--- config.mk ---
export PLATFORM = sky130hd
export DESIGN_NAME = nanorv32_ahb_console
export DESIGN_NICKNAME = d
export VERILOG_FILES = /design/src/rtl/nanorv32_console_pkg.sv /design/src/rtl/nanorv32_sync_fifo.sv /design/src/rtl/nanorv32_ahb_console.sv
export SDC_FILE = /design/constraint.sdc
export NUM_CORES = 1
export LEC_CHECK = 0
export CAP_MARGIN = 10
export CORE_MARGIN = 1.5
export CORE_UTILIZATION = 53
export DETAILED_ROUTE_END_ITERATION = 7
export GPL_ROUTABILITY_DRIVEN = 0
export GPL_TIMING_DRIVEN = 0
export HOLD_SLACK_MARGIN = 0.1
export PLACE_DENSITY = 0.85
export RECOVER_POWER = 50
export SLEW_MARGIN = 20
export SYNTH_ARGS = -nofsm -noshare
export SYNTH_HDL_FRONTEND = slang
export SYNTH_SLANG_ARGS = --single-unit
--- constraint.sdc ---
create_clock -name clk -period 5.55 [get_ports clk]
set_clock_uncertainty 0.1 [all_clocks]
set_input_delay 1.11 -clock clk [delete_from_list [all_inputs] [get_ports clk]]
set_output_delay 1.11 -clock clk [all_outputs]
set_load 0.01 [all_outputs]
--- src/rtl/nanorv32_console_pkg.sv ---
// nanorv32_console_pkg
//   Shared constants for the nanorv32 AHB console peripheral: register
//   offsets within the slave window, verdict magic codes and AHB HTRANS
//   encodings.
package nanorv32_console_pkg;

  // Register byte offsets
  localparam logic [7:0] CONSOLE_TXDATA  = 8'h0;
  localparam logic [7:0] CONSOLE_STATUS  = 8'h4;
  localparam logic [7:0] CONSOLE_TESTEND = 8'h8;
  localparam logic [7:0] CONSOLE_CTRL    = 8'hC;

  // Verdict codes written by firmware to TESTEND
  localparam logic [31:0] TEST_PASS_CODE = 32'hCAFFE000;
  localparam logic [31:0] TEST_FAIL_CODE = 32'hDEAD0000;

  typedef enum logic [1:0] {
    HTRANS_IDLE   = 2'b00,
    HTRANS_BUSY   = 2'b01,
    HTRANS_NONSEQ = 2'b10,
    HTRANS_SEQ    = 2'b11
  } htrans_e;

  // NONSEQ and SEQ both have bit 1 set; IDLE and BUSY are ignored.
  function automatic logic htrans_active(input logic [1:0] htrans);
    return htrans[1];
  endfunction

endpackage

--- src/rtl/nanorv32_sync_fifo.sv ---
// nanorv32_sync_fifo
//   Single-clock FIFO with registered occupancy.
//   Ports:
//     clk, rst_n      clock, asynchronous active-low reset
//     push, wdata     write request/data (ignored while full)
//     pop             read request (ignored while empty)
//     rdata           head entry (valid while !empty)
//     full, empty     occupancy flags
//     level           number of stored entries (0..DEPTH)
//   DEPTH must be a power of two (>= 2) so pointers wrap naturally.
module nanorv32_sync_fifo #(
  parameter int unsigned DEPTH = 8,
  parameter int unsigned WIDTH = 8,
  localparam int unsigned PTR_W = $clog2(DEPTH),
  localparam int unsigned LVL_W = $clog2(DEPTH) + 1
) (
  input  logic             clk,
  input  logic             rst_n,
  input  logic             push,
  input  logic [WIDTH-1:0] wdata,
  input  logic             pop,
  output logic [WIDTH-1:0] rdata,
  output logic             full,
  output logic             empty,
  output logic [LVL_W-1:0] level
);

  logic [WIDTH-1:0] mem_q [DEPTH];
  logic [PTR_W-1:0] wr_ptr_q, wr_ptr_d;
  logic [PTR_W-1:0] rd_ptr_q, rd_ptr_d;
  logic [LVL_W-1:0] level_q, level_d;
  logic             push_ok, pop_ok;

  always_comb begin
    full    = (level_q == LVL_W'(DEPTH));
    empty   = (level_q == '0);
    level   = level_q;
    rdata   = mem_q[rd_ptr_q];
    push_ok = push & ~full;
    pop_ok  = pop & ~empty;

    wr_ptr_d = wr_ptr_q;
    rd_ptr_d = rd_ptr_q;
    level_d  = level_q;
    if (push_ok) wr_ptr_d = wr_ptr_q + PTR_W'(1);
    if (pop_ok)  rd_ptr_d = rd_ptr_q + PTR_W'(1);
    case ({push_ok, pop_ok})
      2'b10:   level_d = level_q + LVL_W'(1);
      2'b01:   level_d = level_q - LVL_W'(1);
      default: level_d = level_q;
    endcase
  end

  always_ff @(posedge clk or negedge rst_n) begin
    if (!rst_n) begin
      wr_ptr_q <= '0;
      rd_ptr_q <= '0;
      level_q  <= '0;
    end else begin
      wr_ptr_q <= wr_ptr_d;
      rd_ptr_q <= rd_ptr_d;
      level_q  <= level_d;
    end
  end

  // Storage is not reset; entries are only observed when level says so.
  always_ff @(posedge clk) begin
    if (push_ok) mem_q[wr_ptr_q] <= wdata;
  end

endmodule

--- src/rtl/nanorv32_ahb_console.sv ---
// nanorv32_ahb_console
//   AHB-lite slave console for the nanorv32 simulation platform. Firmware
//   writes characters to TXDATA, which are buffered and streamed out over
//   char_valid/char_ready. A TESTEND write records the verdict, released on
//   test_done only once all buffered characters have drained.
//   Ports:
//     clk, rst_n                     clock, asynchronous active-low reset
//     hsel/haddr/htrans/hwrite/hsize AHB address phase (hsize ignored)
//     hwdata, hready                 AHB data phase
//     hrdata, hreadyout, hresp       slave response (hresp always OKAY)
//     char_valid/char_data/char_ready character stream to the bench
//     test_done/test_pass/test_code  verdict
//     irq                            only with NANORV32_CONSOLE_IRQ_EN
//   Optional feature macro: NANORV32_CONSOLE_IRQ_EN adds CTRL (0xC) and irq.
module nanorv32_ahb_console
  import nanorv32_console_pkg::*;
#(
  parameter int unsigned FIFO_DEPTH = 8,
  parameter int unsigned ADDR_W     = 4
) (
  input  logic              clk,
  input  logic              rst_n,
  input  logic              hsel,
  input  logic [ADDR_W-1:0] haddr,
  input  logic [1:0]        htrans,
  input  logic              hwrite,
  input  logic [2:0]        hsize,
  input  logic [31:0]       hwdata,
  input  logic              hready,
  output logic [31:0]       hrdata,
  output logic              hreadyout,
  output logic              hresp,
  output logic              char_valid,
  output logic [7:0]        char_data,
  input  logic              char_ready,
  output logic              test_done,
  output logic              test_pass,
  output logic [31:0]       test_code
`ifdef NANORV32_CONSOLE_IRQ_EN
  ,
  output logic              irq
`endif
);

  localparam int unsigned LVL_W = $clog2(FIFO_DEPTH) + 1;

  localparam logic [ADDR_W-1:0] OFS_TXDATA  = ADDR_W'(CONSOLE_TXDATA);
  localparam logic [ADDR_W-1:0] OFS_STATUS  = ADDR_W'(CONSOLE_STATUS);
  localparam logic [ADDR_W-1:0] OFS_TESTEND = ADDR_W'(CONSOLE_TESTEND);
`ifdef NANORV32_CONSOLE_IRQ_EN
  localparam logic [ADDR_W-1:0] OFS_CTRL    = ADDR_W'(CONSOLE_CTRL);
`endif

  // Pending data phase
  logic              dphase_q, dphase_d;
  logic              dwrite_q, dwrite_d;
  logic [ADDR_W-1:0] daddr_q, daddr_d;

  // Verdict state
  logic              pending_q, pending_d;
  logic              done_q, done_d;
  logic [31:0]       code_q, code_d;

  // FIFO interface
  logic              fifo_push, fifo_pop, fifo_full, fifo_empty;
  logic [7:0]        fifo_rdata;
  logic [LVL_W-1:0]  fifo_level;

  logic              wr_tx, wr_testend, rd_access;
  logic [31:0]       status_word;
  logic              unused_ok;

  assign unused_ok = ^{hsize, htrans[0]};

  always_comb begin
    dphase_d = dphase_q;
    dwrite_d = dwrite_q;
    daddr_d  = daddr_q;
    // The data phase only advances while the bus is ready; during our own
    // stall hready is low, so the stalled TXDATA write stays registered.
    if (hready) begin
      dphase_d = hsel & htrans_active(htrans);
      dwrite_d = hwrite;
      daddr_d  = haddr;
    end
  end

  always_comb begin
    wr_tx      = dphase_q & dwrite_q & (daddr_q == OFS_TXDATA);
    wr_testend = dphase_q & dwrite_q & (daddr_q == OFS_TESTEND);
    rd_access  = dphase_q & ~dwrite_q;

    hreadyout  = ~(wr_tx & fifo_full);
    hresp      = 1'b0;
    fifo_push  = wr_tx & ~fifo_full;
    fifo_pop   = char_ready;

    char_valid = ~fifo_empty;
    char_data  = fifo_empty ? '0 : fifo_rdata;

    // First TESTEND write wins until reset.
    pending_d  = pending_q | wr_testend;
    code_d     = (wr_testend & ~pending_q) ? hwdata : code_q;

    test_done  = done_q | (pending_q & fifo_empty);
    done_d     = test_done;
    test_pass  = (code_q == TEST_PASS_CODE);
    test_code  = code_q;

    status_word        = '0;
    status_word[0]     = fifo_empty;
    status_word[1]     = fifo_full;
    status_word[15:8]  = 8'(fifo_level);
    status_word[16]    = pending_q;
  end

`ifdef NANORV32_CONSOLE_IRQ_EN
  logic       ien_q, ien_d;
  logic [3:0] thr_q, thr_d;
  logic       irq_q, irq_d;
  logic       wr_ctrl;

  always_comb begin
    wr_ctrl = dphase_q & dwrite_q & (daddr_q == OFS_CTRL);
    ien_d   = ien_q;
    thr_d   = thr_q;
    if (wr_ctrl) begin
      ien_d = hwdata[0];
      thr_d = hwdata[7:4];
    end
    irq_d = ien_q & (32'(fifo_level) <= 32'(thr_q));
    irq   = irq_q;
  end

  always_ff @(posedge clk or negedge rst_n) begin
    if (!rst_n) begin
      ien_q <= 1'b0;
      thr_q <= '0;
      irq_q <= 1'b0;
    end else begin
      ien_q <= ien_d;
      thr_q <= thr_d;
      irq_q <= irq_d;
    end
  end
`endif

  always_comb begin
    hrdata = '0;
    if (rd_access) begin
      case (daddr_q)
        OFS_STATUS:  hrdata = status_word;
        OFS_TESTEND: hrdata = code_q;
`ifdef NANORV32_CONSOLE_IRQ_EN
        OFS_CTRL:    hrdata = {24'h0, thr_q, 3'b000, ien_q};
`endif
        default:     hrdata = '0;
      endcase
    end
  end

  always_ff @(posedge clk or negedge rst_n) begin
    if (!rst_n) begin
      dphase_q  <= 1'b0;
      dwrite_q  <= 1'b0;
      daddr_q   <= '0;
      pending_q <= 1'b0;
      done_q    <= 1'b0;
      code_q    <= '0;
    end else begin
      dphase_q  <= dphase_d;
      dwrite_q  <= dwrite_d;
      daddr_q   <= daddr_d;
      pending_q <= pending_d;
      done_q    <= done_d;
      code_q    <= code_d;
    end
  end

  nanorv32_sync_fifo #(
    .DEPTH (FIFO_DEPTH),
    .WIDTH (8)
  ) u_fifo (
    .clk   (clk),
    .rst_n (rst_n),
    .push  (fifo_push),
    .wdata (hwdata[7:0]),
    .pop   (fifo_pop),
    .rdata (fifo_rdata),
    .full  (fifo_full),
    .empty (fifo_empty),
    .level (fifo_level)
  );

endmodule
==> Word-level counts from Yosys, hierarchy flattened <==
Memories as Yosys holds them, arrays and structs flattened.
Index checks and enable logic that the tools add are counted.
{ "totals": {"wordCells": 47, "memories": 1, "out_inout_bits": 77, "reg_bits": 50, "ram_bits": 64} }
{ "op_classes": {"bitwise": 18, "muxes": 6, "reduce_logical": 3, "n_eq_ne": 6, "n_addsub": 4} }
{ "mem_list": {"columns": ["name", "depth", "width", "rd", "rd_ports_with_merged_regs", "wr", "line", "source"], "rows": [
  ["u_fifo.mem_q", 8, 8, 1, 0, 1, "nanorv32_sync_fifo.sv:28", "logic [WIDTH-1:0] mem_q [DEPTH];"]
]} }
{ "ops": {"columns": ["cell", "n"], "rows": [
  ["$pmux W32 S2", 1],
  ["$eq A32 B32 Y1 const B", 1],
  ["$mux W32", 1],
  ["$and A1 B1 Y1", 11],
  ["$eq A4 B4 Y1 const B", 2],
  ["$logic_not A4 Y1", 2],
  ["$mux W8", 1],
  ["$pmux W4 S2", 1],
  ["$add A3 B1 Y3 const B", 2],
  ["$not A1 Y1", 5],
  ["$add A4 B1 Y4 const B", 1],
  ["$eq A4 B3 Y1 const B", 1],
  ["$sub A4 B1 Y4 const B", 1],
  ["$eq A2 B1 Y1 const B", 1],
  ["$eq A2 B2 Y1 const B", 1],
  ["$mux W1", 2],
  ["$or A1 B1 Y1", 2],
  ["$reduce_bool A2 Y1", 1]
]} }

==> Longest topological paths before layout <==
{ "logic_depth": {"ltp_word": 6, "mapped_depth": 12, "mapped_depth_nobuf": 10} }

==> Hierarchy <==
From an unflattened synthesis, not the netlist that was laid out.
{ "unflattened": {"cells_unflattened": 321, "hier_area_um2": 5086.1} }
{ "modules_own_cells": {"columns": ["module", "seq_area_each_um2", "n_inst", "cells_each", "area_per_inst_um2"], "rows": [
  ["nanorv32_sync_fifo", 2172.1, 1, 160, 3124.2],
  ["nanorv32_ahb_console", 1001.0, 1, 161, 1961.9]
]} }

==> Worst setup path before layout <==
OpenSTA, ideal clock, no wires.
{ "synth_path": {"path_kind": "reg2out", "from": "reg u_fifo.rd_ptr_q[0]", "to": "out char_data[6]", "stages_incl_launch_ff": 6, "required_time_ps": 4340, "slack_ps": 2727, "arrival_ps": 1613, "path_buffers": 2, "cell_sequence": "dfrtp_1 -> buf_2 -> buf_2 -> mux4_2 -> mux2i_1 -> nor2_1"} }
{ "synth_via": {"elab_chain_cells": 2} }
{ "synth_rtl": {"columns": ["item", "line", "source"], "rows": [
  ["from (decl)", "nanorv32_sync_fifo.sv:30", "logic [PTR_W-1:0] rd_ptr_q, rd_ptr_d;"],
  ["from (signal assigned)", "nanorv32_sync_fifo.sv:61", "rd_ptr_q <= rd_ptr_d;"],
  ["$mem_v2 Z8 W8", null, null],
  ["$mux W8", "nanorv32_ahb_console.sv:99", "char_data = fifo_empty ? '0 : fifo_rdata;"],
  ["to (decl)", "nanorv32_ahb_console.sv:34", "output logic [7:0] char_data,"]
]} }
Every way passes these cells.

==> Final worst setup path <==
{ "layout_path": {"from": "reg daddr_q[1]", "to": "out hrdata[7]"} }
{ "layout_via": {"elab_chain_cells": 3, "elab_cells_between_ends": 4, "classes_between": "2 x eq/ne; 2 x mux"} }
{ "layout_rtl": {"columns": ["item", "line", "source"], "rows": [
  ["from (decl)", "nanorv32_ahb_console.sv:57", "logic [ADDR_W-1:0] daddr_q, daddr_d;"],
  ["from (signal assigned)", "nanorv32_ahb_console.sv:173", "daddr_q <= daddr_d;"],
  ["$eq A4 B4 Y1 / $eq A4 B3 Y1 (equally long branches)", "nanorv32_ahb_console.sv:151", "case (daddr_q)"],
  ["$pmux W32 S2 *", "nanorv32_ahb_console.sv:151", null],
  ["$mux W32 *", "nanorv32_ahb_console.sv:150", "if (rd_access) begin"],
  ["to (decl)", "nanorv32_ahb_console.sv:30", "output logic [31:0] hrdata,"]
]} }
Every way passes the cells marked *; elsewhere a longest branch is shown, timed or not.

==> impl_metrics.ini <==
[synthesis]
synth_edf_count = 64
ys_types = 41
yosysSeqAreaShare = 0.644
ys_top_cells_by_area = edfxtp_1 39%, dfrtp_1 25%, mux2_2 8.9%
syn_area_um2 = 4930
async_reset_ff_frac = 0.439
synthCells = 310
ys_ff_latch = 114
yosysTopAreaCell = edfxtp_1
synth_nets = 362
syn_area_per_cell_um2 = 15.9
synth_top_area_share = 0.390
yosysWarnings = 0
synth_ff_type = edfxtp_1

[clocking]
cts.repair.resized = 0
cts_tree = done
clock_latency_ns = 0.51
clkSlewWorstSetupHoldPaths_ns = 0.06
ctsHoldBuffers = 0
clk_path_buf_depth = 2
root_buffer = clkbuf_8
cts_inserted_buffers = 17
cts.sink_count = 114
post_cts_buffers = 0
h-tree-depth = 4

[routing]
post_drt_wl_per_cell_um = 20.5
ant_nets = 0
routed_wl_um = 11700
dr_total_vias = 3248
vias_per_cell = 5.69
route.detailed.drc = 2
drt-initial-drc-count = 151
detail_route.first_pass.iterations = 6

[timing]
fin_crit_ns = 4.40
tightest_slew_ns = 1.75
rsz0062_at_grt = no
worst_slack_ns = 1.15
setup_violations = 0
maxSlewViolCount = 37
fin_tns_setup_ns = 0
fin_crit_sh = 0.792
slew_headroom = -0.197
hold_violations = 0
fmax_mhz = 227

[setup_path]
crit_slowest_cell = clkdlybuf4s50_1
reg2reg_depth = 11
crit_family = simple AND/OR/NAND/NOR gates
crit_fanout = 10
cp-end-kind = output pin
critPathKind = reg -> out
crit_buf_inv = 3
cp.required_ns = 4.34
slowest_delay_ns = 0.58
cp.depth = 6
path_cells = nor4b_4 > inv_1 > nor2_1 > clkbuf_1 > and2_1 > clkdlybuf4s50_1
start_kind = flop
arrival_ns = 3.19

[run_status]
violations = design-rule violations, max-capacitance violations, max-slew violations
run_status = finished with violations

[final_layout]
n_fill_cell = 549
seq_area_um2 = 3170
multi_input_area_um2 = 1630
antennaDiodeCount = 0
nNetsFinal = 499
syn_to_final_growth_pct = 37.6
drive_gt1_frac = 0.202

[floorplanning]
pin_count = 124
dieArea_um2 = 9880
rows = 35
placeableCoreArea_um2 = 9110
initial_core_util = 0.541
die_h_um = 99.4
fp.dieW_um = 99.4

[placed_design]
post-place-ws_ns = 1.78
io_buffers = 117
dp_hpwl_um = 7760

[grt]
grt_pass1_vias = 3411
grt_first_pass_wirelength_um = 18300
grt_usage = 0.253
grt_overflow = 0
antenna_found_initial = 0
grt_max_degree = 30

[min_path]
whs_path_depth = 1
hp-class = reg -> reg

[power_and_ir_drop]
leakagePower_nw = 2.55
ir_worst_vdd_uv = 254
p_per_area_nw_per_um2 = 440

[run]
max_cap_violations = 2
flip-flops by register name (all words and copies together) (netlist names):
| register | cells |
|---|---|
| daddr_q | 4 |
| done_q | 1 |
| dphase_q | 1 |
| dwrite_q | 1 |
| pending_q | 1 |
| test_code | 32 |
| u_fifo.level | 4 |
| u_fifo.mem_q | 64 |
| u_fifo.rd_ptr_q | 3 |
| u_fifo.wr_ptr_q | 3 |
where the power goes:
group	switching (mW)	leakage [nW]	internal, mW	total [mW]
Combinational	0.348	1.06	0.461	0.808
Clock	0.382	0.281	0.680	1.06
Sequential	0.115	1.22	0.996	1.11
Total	0.845	2.55	2.14	2.98
area by class of cell:
class,instances,share of cell area
Sequential cell,114,0.468
Multi-Input combinational cell,176,0.241
Timing Repair Buffer,118,0.172
Clock buffer,18,0.0616
Clock inverter,14,0.0242
Tap cell,111,0.0205
Buffer,16,0.0103
Inverter,4,0.00221
routing by layer:
| layer | routed length [um] | vias to the layer above | track usage |
|---|---|---|---|
| met4 | 108 | 0 | 0.0780 |
| met1 | 4500 | 1644 | 0.310 |
| met3 | 961 | 11 | 0.0843 |
| met2 | 6150 | 153 | 0.428 |
| met5 | 0 | - | 0 |
| li1 | - | 1440 | - |
worst paths after layout:
path	start	to	slack, ns
min in group asynchronous	rst_n	daddr_q[1]	0.71
worst max register to register	daddr_q[1]	u_fifo.level[2]	1.54
worst min-delay path	done_q	done_q	0.38
worst max-delay path	daddr_q[1]	hrdata[7]	1.15
max in group asynchronous	rst_n	u_fifo.wr_ptr_q[2]	2.61
worst min register to register	done_q	done_q	0.38
kinds of logic (layout without fill, tap and decap cells):
| group | Yosys count | after routing | share of synthesized area |
|---|---|---|---|
| mux | 64 | 64 | 0.181 |
| xor+xnor | 10 | 10 | 0.0178 |
| compound gates | 14 | 14 | 0.0244 |
| fa+ha+maj | 5 | 5 | 0.0127 |
| buf+inv | 20 | 170 | 0.0218 |
| simple gates | 82 | 82 | 0.0978 |
| other cells | 1 | 1 | 0.000761 |
| flops | 114 | 114 | 0.644 |
metrics by stage:
step | area, um2 | total power, mW | util | hold WS [ns] | std cells
3_5_place_dp | 6260 | 1.93 | 0.688 | 0.362 | 539
6_report | 6780 | 2.98 | 0.744 | 0.378 | 571
5_1_grt | 6780 | 3.11 | 0.744 | 0.401 | 571
3_3_place_gp | 6240 | 1.91 | 0.685 | 0.365 | 538
4_1_cts | 6840 | 3.01 | 0.751 | 0.376 | 571
2_1_floorplan | 4930 | 1.56 | - | 0.380 | 310
cells in the mapped netlist, types with 2 or more instances:
master / instances
buf_6: 3
nor4bb_1: 2
xnor2_1: 3
buf_2: 2
buf_4: 2
dfrtp_1: 50
inv_1: 3
nand2b_1: 4
mux2_2: 39
buf_1: 3
nor4b_1: 4
mux2i_1: 8
nor2_1: 23
a22oi_1: 7
clkbuf_1: 6
nand4_1: 3
mux4_2: 16
edfxtp_1: 64
and2_1: 25
nand2_1: 6
ha_1: 5
nor4_1: 3
nand3_1: 2
nor3_1: 4
xor2_1: 7
placed cells by master, fill, tap and decap left out, drive strengths merged, types with 6 or more instances in the layout:
| cell | count |
|---|---|
| edfxtp | 64 |
| mux2i | 8 |
| clkbuf | 29 |
| and2 | 25 |
| mux2 | 40 |
| nand2 | 6 |
| clkdlybuf4s50 | 106 |
| a22oi | 7 |
| dlygate4sd3 | 10 |
| xor2 | 7 |
| buf | 7 |
| clkinv | 7 |
| nor2 | 23 |
| dfrtp | 50 |
| mux4 | 16 |
Power figures use the tool's default switching activity.
